$ cat config.mk
export PLATFORM = sky130hd
export DESIGN_NAME = sum_accumulator_flat
export DESIGN_NICKNAME = d
export VERILOG_FILES = /design/src/rtl/sum_accumulator_if.sv /design/src/rtl/sum_accumulator.sv /design/src/flat_wrapper.sv
export SDC_FILE = /design/constraint.sdc
export NUM_CORES = 1
export LEC_CHECK = 0
export CAP_MARGIN = 20
export CORE_ASPECT_RATIO = 0.8
export CORE_MARGIN = 3
export CORE_UTILIZATION = 54
export CTS_CLUSTER_SIZE = 25
export DETAILED_ROUTE_END_ITERATION = 8
export GPL_TIMING_DRIVEN = 1
export PLACE_DENSITY = 0.95
export REMOVE_ABC_BUFFERS = 1
export SETUP_SLACK_MARGIN = 0.05
export SKIP_LAST_GASP = 1
export SYNTH_ARGS = -nofsm -noshare
export SYNTH_HDL_FRONTEND = slang
export SYNTH_SLANG_ARGS = --single-unit
$ cat constraint.sdc
create_clock -name clk -period 5.3 [get_ports clk]
set_clock_uncertainty 0.15 [all_clocks]
set_input_delay 1.06 -clock clk [delete_from_list [all_inputs] [get_ports clk]]
set_output_delay 1.06 -clock clk [all_outputs]
set_load 0.02 [all_outputs]
$ cat src/rtl/sum_accumulator_if.sv
// Handshake bundle for sum_accumulator: run control,
// sample input stream and result output stream.
interface sum_accumulator_if #(
  parameter int ACC_W = 16,
  parameter int CNT_W = 4
);
  logic             start;
  logic [CNT_W-1:0] len;
  logic [8:0]       in_sum;
  logic             in_valid;
  logic             in_ready;
  logic             busy;
  logic [ACC_W-1:0] out_acc;
  logic             out_ovf;
  logic             out_valid;
  logic             out_ready;

  modport master (
    output start,
    output len,
    output in_sum,
    output in_valid,
    output out_ready,
    input  in_ready,
    input  busy,
    input  out_acc,
    input  out_ovf,
    input  out_valid
  );

  modport slave (
    input  start,
    input  len,
    input  in_sum,
    input  in_valid,
    input  out_ready,
    output in_ready,
    output busy,
    output out_acc,
    output out_ovf,
    output out_valid
  );
endinterface

$ cat src/rtl/sum_accumulator.sv
// Saturating accumulator over a run of len 9-bit samples,
// with valid/ready on both the sample and result sides.
module sum_accumulator #(
  parameter int ACC_W = 16,
  parameter int CNT_W = 4
) (
  input logic              clk,
  input logic              rst_n,
  sum_accumulator_if.slave bus
);

  typedef enum logic [1:0] {
    IDLE  = 2'd0,
    ACCUM = 2'd1,
    DONE  = 2'd2
  } state_t;

  state_t           state_q, state_d;
  logic [ACC_W-1:0] acc_q, acc_d;
  logic             ovf_q, ovf_d;
  logic [CNT_W-1:0] cnt_q, cnt_d;
  logic [CNT_W-1:0] len_q, len_d;
  logic [ACC_W:0]   sum;
  logic             last;

  // one spare bit catches the carry that signals saturation
  assign sum  = {1'b0, acc_q}
              + {{(ACC_W-8){1'b0}}, bus.in_sum};
  assign last = (cnt_q == len_q - CNT_W'(1));

  always_comb begin
    state_d = state_q;
    acc_d   = acc_q;
    ovf_d   = ovf_q;
    cnt_d   = cnt_q;
    len_d   = len_q;
    unique case (state_q)
      IDLE: begin
        if (bus.start) begin
          acc_d   = '0;
          ovf_d   = 1'b0;
          cnt_d   = '0;
          len_d   = bus.len;
          state_d = (bus.len == '0) ? DONE : ACCUM;
        end
      end
      ACCUM: begin
        if (bus.in_valid) begin
          if (sum[ACC_W]) begin
            acc_d = '1;
            ovf_d = 1'b1;
          end else begin
            acc_d = sum[ACC_W-1:0];
          end
          cnt_d = cnt_q + CNT_W'(1);
          if (last) state_d = DONE;
        end
      end
      DONE: begin
        if (bus.out_ready) state_d = IDLE;
      end
      default: state_d = IDLE;
    endcase
  end

  always_ff @(posedge clk or negedge rst_n) begin
    if (!rst_n) begin
      state_q <= IDLE;
      acc_q   <= '0;
      ovf_q   <= 1'b0;
      cnt_q   <= '0;
      len_q   <= '0;
    end else begin
      state_q <= state_d;
      acc_q   <= acc_d;
      ovf_q   <= ovf_d;
      cnt_q   <= cnt_d;
      len_q   <= len_d;
    end
  end

  assign bus.in_ready  = (state_q == ACCUM);
  assign bus.out_valid = (state_q == DONE);
  assign bus.busy      = (state_q != IDLE);
  assign bus.out_acc   = acc_q;
  assign bus.out_ovf   = ovf_q;

endmodule

$ cat src/flat_wrapper.sv
// flat-port wrapper written by rule: the top's interface ports become plain ports
module sum_accumulator_flat 
#(
  parameter int ACC_W = 16,
  parameter int CNT_W = 4
)
  (clk, rst_n, bus_start, bus_len, bus_in_sum, bus_in_valid, bus_out_ready, bus_in_ready, bus_busy, bus_out_acc, bus_out_ovf, bus_out_valid);
  sum_accumulator_if #(.ACC_W(ACC_W), .CNT_W(CNT_W)) bus_i ();
  input logic clk;
  input logic rst_n;
  input wire logic [$bits(bus_i.start)-1:0] bus_start;
  input wire logic [$bits(bus_i.len)-1:0] bus_len;
  input wire logic [$bits(bus_i.in_sum)-1:0] bus_in_sum;
  input wire logic [$bits(bus_i.in_valid)-1:0] bus_in_valid;
  input wire logic [$bits(bus_i.out_ready)-1:0] bus_out_ready;
  output wire logic [$bits(bus_i.in_ready)-1:0] bus_in_ready;
  output wire logic [$bits(bus_i.busy)-1:0] bus_busy;
  output wire logic [$bits(bus_i.out_acc)-1:0] bus_out_acc;
  output wire logic [$bits(bus_i.out_ovf)-1:0] bus_out_ovf;
  output wire logic [$bits(bus_i.out_valid)-1:0] bus_out_valid;
  assign bus_i.start = bus_start;
  assign bus_i.len = bus_len;
  assign bus_i.in_sum = bus_in_sum;
  assign bus_i.in_valid = bus_in_valid;
  assign bus_i.out_ready = bus_out_ready;
  assign bus_in_ready = bus_i.in_ready;
  assign bus_busy = bus_i.busy;
  assign bus_out_acc = bus_i.out_acc;
  assign bus_out_ovf = bus_i.out_ovf;
  assign bus_out_valid = bus_i.out_valid;
  sum_accumulator #(.ACC_W(ACC_W), .CNT_W(CNT_W)) u_core (.clk(clk), .rst_n(rst_n), .bus(bus_i));
endmodule
======== Word level (Yosys, flattened, before mapping) ========
Index checks and enable logic that the tools add are counted.
operators by class
  $add $sub $neg .......................... 3
  reduce and logical (&&, ||, !) cells .... 8
  mux-type cells .......................... 17
  equality and inequality tests ........... 8
operators with widths
  cell                                                                 count
  16-bit 2-to-1 mux                                                    3
  16-bit one-hot mux with 2 select lines                               1
  16-bit by 9-bit adder with 17-bit output                             1
  2-bit 2-to-1 mux                                                     5
  4-bit 2-to-1 mux                                                     2
  4-bit one-hot mux with 2 select lines                                1
  4-bit AND reduction                                                  2
  2-bit != test (second input constant)                                3
  2-bit one-hot mux with 3 select lines                                1
  4-bit by 1-bit adder with 4-bit output (second input constant)       1
  4-bit == test                                                        1
  4-bit logical NOT                                                    1
  2-bit by 1-bit != test with 1-bit output (second input constant)     2
  2-bit nonzero test                                                   2
  4-bit by 1-bit subtractor with 4-bit output (second input constant)  1
  1-bit 2-to-1 mux                                                     3
  3-bit AND reduction                                                  1
  2-bit by 1-bit == test with 1-bit output (second input constant)     1
  2-bit == test (second input constant)                                1
  2-bit logical NOT                                                    1
  1-bit one-hot mux with 2 select lines                                1
  2-bit AND reduction                                                  1
storage, ports and cells
  register bits ........................... 27
  word-level logic and storage cells ...... 41
  output and inout bits ................... 20
  bits of input ports ..................... 18

======== Longest topological paths before layout ========
  depth in word-level cells ............... 5
  depth in mapped cells ................... 8
  depth with buffers taken out ............ 8

======== Least setup slack after synthesis ========
OpenSTA, ideal clock, no wires.
  path kind ............................... input -> register
  from .................................... in bus_in_sum[0]
  to ...................................... reg u_core.acc_q[12] (netlist: u_core.bus.out_acc[12])
  slack ................................... 2.215 ns
  setup time .............................. 0.120 ns
  cell stages on the path ................. 7
  arrival ................................. 2.815 ns
  cells stage by stage .................... ha_1 > fa_1 > a21oi_1 > o221ai_1 > a221o_1 > and3_1 > o211a_1
between the ends
  word-level cells in the longest chain between the ends .. 4
RTL lines
  item                                      line                   source
  from (decl)                               flat_wrapper.sv:13     input wire logic [$bits(bus_i.in_sum)-1:0] bus_in_sum;
  16-bit by 9-bit adder with 17-bit output  sum_accumulator.sv:28  + {{(ACC_W-8){1'b0}}, bus.in_sum};
  16-bit 2-to-1 mux                         sum_accumulator.sv:49  if (sum[ACC_W]) begin
  16-bit 2-to-1 mux                         sum_accumulator.sv:48  if (bus.in_valid) begin
  16-bit one-hot mux with 2 select lines    sum_accumulator.sv:37  unique case (state_q)
  to (signal assigned)                      sum_accumulator.sv:69  acc_q <= '0;
  to (signal assigned)                      sum_accumulator.sv:75  acc_q <= acc_d;
  to (decl)                                 sum_accumulator.sv:19  logic [ACC_W-1:0] acc_q, acc_d;
Every way passes these cells. The select of a mux whose other input is x is not followed.
A chain may end at the register's enable or synchronous reset.

======== Final worst setup path ========
Same ends and word-level chain as after synthesis.

==> impl_metrics.csv <==
group,metric,value,unit
run_status,run_status,"finished clean",
min_path,hold_depth,2,
logic_synthesis,syn_inst,180,
detailed_routing,vias_per_cell,5.80,
global_routing,antenna_found_initial,0,
timing,period_minus_slack,3.50,ns
finish,fin_util,0.743,
finish,fin_area,0.00215,sq mm
logic_synthesis,yosysSeqAreaShare,0.396,
timing,slew_viol_final,0,
clock_tree,numClockSinks,27,
placed_design,dp_hpwl,2910,microns
clock_tree,tritoncts,"built",
detailed_routing,drc_errors,0,
timing,fin_crit_sh,0.660,
finish,nNetsFinal,249,
worst_setup_path,cp_max_fo,5,
timing,relSlewSlack,0.397,
power,p_per_area,451,mW/mm^2
timing,fmax,286,MHz
logic_synthesis,synth_seq_cells,27,
clock_tree,path_clk_slew,0.09,ns
finish,area_growth,26.1,%
timing,hold_viol,0,
global_routing,grt_pass1_wl,6900,microns
worst_setup_path,max_stage_delay,0.44,ns
die,std_cell_rows,17,
placed_design,place_area,0.00210,sq mm
detailed_routing,drtAntennaViolNets,0,
timing,hold_slack,0.357,ns
logic_synthesis,synth_area_leaders,"dfrtp_1, ha_1, nand2_1",
timing,setup_ws,1.80,ns
worst_setup_path,start_kind,"input port",
detailed_routing,drtPass1Iterations,4,
clock_tree,cts_buffers,3,
worst_setup_path,r2r_cells,7,
clock_tree,ctsResizeCount,0,
worst_setup_path,cp.required,5.32,ns
clock_tree,postCtsSetupBuffers,0,
global_routing,grt_usage,0.227,
worst_setup_path,cp_num_cells,8,
detailed_routing,drt_iter0_markers,119,
worst_setup_path,path_class,"input port to flip-flop",
min_path,min_path_type,"flip-flop to flip-flop",
clock_tree,cts_buffer_depth,2,
logic_synthesis,syn_avg_cell_area,9.47,sq um
clock_tree,cts_hold_buf,0,
timing,final-setup-viol-count,0,
run,maxCapViolations,0,
die,die_h,56.2,microns
placed_design,post-place-ws,1.54,ns
clock_tree,clkLatencyLatePin,0.27,ns
power,vdd_drop_max,0.324,mV
clock_tree,htree_levels,1,
global_routing,grt_start_max_net_pins,28,
timing,worst_slew_pin_slew,0.901,ns
worst_setup_path,slowest_stage,"a221o_1",
logic_synthesis,netlist-cell-type-count,41,
clock_tree,root_buffer,"clkbuf_8",
die,core_area,0.00289,sq mm
detailed_routing,routed_wl,3900,microns
die,initial_utilization,0.589,
timing,tns,0,ns
finish,antenna_cells,0,
die,pin_count,38,
global_routing,overflow,0,
power,p_leak,0.000996,uW
finish,drive_gt1_frac,0.0459,
detailed_routing,routedWlPerCell,15.2,microns
worst_setup_path,crit_chain,"clkdlybuf4s50_1, ha_1, fa_1, a21oi_1, o221ai_1, a221o_1, and3_1, o211a_1",
worst_setup_path,crit_arrival,3.52,ns
die,die-width,68.8,microns
worst_setup_path,end_kind,"flip-flop",
placed_design,portBuffers,37,
placed_design,gp_congestion,0.862,
timing,grt_setup_unrepaired,"false",
logic_synthesis,yosysTopAreaCellShare,0.396,
logic_synthesis,synth_area_leader_cell,"dfrtp_1",
worst_setup_path,path_buf_inv,1,
logic_synthesis,synth-warning-count,0,
logic_synthesis,syn-cell-area,0.00170,sq mm
worst_setup_path,cpLargestDelayFamily,"compound AO/OA/AOI/OAI gates",
global_routing,grt_pass1_vias,1530,
detailed_routing,dr_total_vias,1485,
die,dieArea,0.00387,sq mm
## cell usage in the layout, fill, tap and decap left out, types with 7 or more instances in the layout
cell | Yosys | routed
a21oi_1 | 7 | 7
clkdlybuf4s50_1 | 0 | 37
dfrtp_1 | 27 | 27
ha_1 | 11 | 11
inv_1 | 7 | 7
nand2_1 | 28 | 28
nand3_1 | 10 | 10
nor2_1 | 9 | 9
o21ai_0 | 8 | 8
xnor2_1 | 8 | 8
## cells in the mapped netlist
| cell | count |
|---|---|
| o211ai_2 | 1 |
| and3b_2 | 1 |
| ha_1 | 11 |
| nor4_1 | 2 |
| fa_1 | 1 |
| clkbuf_1 | 1 |
| o22ai_1 | 1 |
| o21a_1 | 1 |
| buf_6 | 1 |
| o21ai_1 | 1 |
| o211a_1 | 1 |
| nor3_1 | 5 |
| nand4_1 | 2 |
| xor2_1 | 6 |
| inv_1 | 7 |
| o311ai_0 | 2 |
| xnor2_1 | 8 |
| and3_1 | 3 |
| nand3_4 | 1 |
| nand3_1 | 10 |
| o311ai_1 | 1 |
| a22o_1 | 1 |
| nand2_1 | 28 |
| mux2i_1 | 1 |
| a22oi_1 | 5 |
| o221ai_1 | 1 |
| a21o_1 | 5 |
| a2111oi_0 | 2 |
| nor2b_1 | 4 |
| a31oi_1 | 1 |
| a211oi_1 | 3 |
| a221oi_4 | 1 |
| and3_4 | 2 |
| a221o_1 | 1 |
| dfrtp_1 | 27 |
| o21ai_0 | 8 |
| and2_1 | 1 |
| o211ai_1 | 4 |
| nor2_1 | 9 |
| buf_2 | 2 |
| a21oi_1 | 7 |
## cell families (layout without fill, tap and decap cells)
kind of cell,Yosys count,after routing,share of synthesized area
buffers and inverters,11,49,0.0301
adders and majority gates,12,12,0.0925
xor gates and xnor gates,14,14,0.0720
muxes,1,1,0.00587
AOI/OAI and AO/OA,47,47,0.204
DFF,27,27,0.396
and+or+nand+nor,68,68,0.199
## stage by stage
stage | instances | total power, uW
global placement | 252 | 830
global route | 256 | 1050
detailed placement | 252 | 850
floorplan | 176 | 677
CTS | 256 | 970
finish | 256 | 970
## state kept, by name, summed over array words and instances (netlist names)
signal / cells
u_core.bus.out_acc: 16
u_core.cnt_q: 4
u_core.bus.out_ovf: 1
u_core.len_q: 4
u_core.state_q: 2
## final timing paths
| check | start | endpoint | slack, ns |
|---|---|---|---|
| setup reg to reg | u_core.bus.out_acc[0] | u_core.bus.out_acc[12] | 2.57 |
| max in group asynchronous | rst_n | u_core.cnt_q[0] | 3.73 |
| hold / removal | u_core.len_q[3] | u_core.len_q[3] | 0.36 |
| hold reg to reg | u_core.len_q[3] | u_core.len_q[3] | 0.36 |
| min in group asynchronous | rst_n | u_core.bus.out_acc[12] | 1.00 |
| setup / recovery | bus_in_sum[0] | u_core.bus.out_acc[12] | 1.80 |
## worst reg2reg max path, cell delays in order, from the launching register on
cell and delay (ns):
dfrtp_1 0.40, ha_1 0.24, fa_1 0.41, a21oi_1 0.27, o221ai_1 0.26, a221o_1 0.45, and3_1 0.23, o211a_1 0.21
## power by group
part / leakage [uW] / switching (uW) / total (uW) / internal [uW]
Clock: 0.0000228 / 63.4 / 117 / 53.9
Sequential: 0.000359 / 62.2 / 325 / 263
Combinational: 0.000615 / 286 / 528 / 242
## per-layer routing
| metal | global-route usage | routed length [microns] | vias up |
|---|---|---|---|
| li1 | - | - | 734 |
| met1 | 0.330 | 1820 | 697 |
| met2 | 0.346 | 1830 | 48 |
| met5 | 0 | 0 | - |
| met3 | 0.0465 | 215 | 6 |
| met4 | 0.0528 | 31 | 0 |
## layout make-up
class,instances,area [sq um]
inverter,7,26.3
sequential,27,676
multi-input combinational,142,977
tap,38,47.5
timing repair buffer,38,378
fill,216,743
clock buffer,4,45.0
Note: power is estimated with default switching activity, not from simulation.
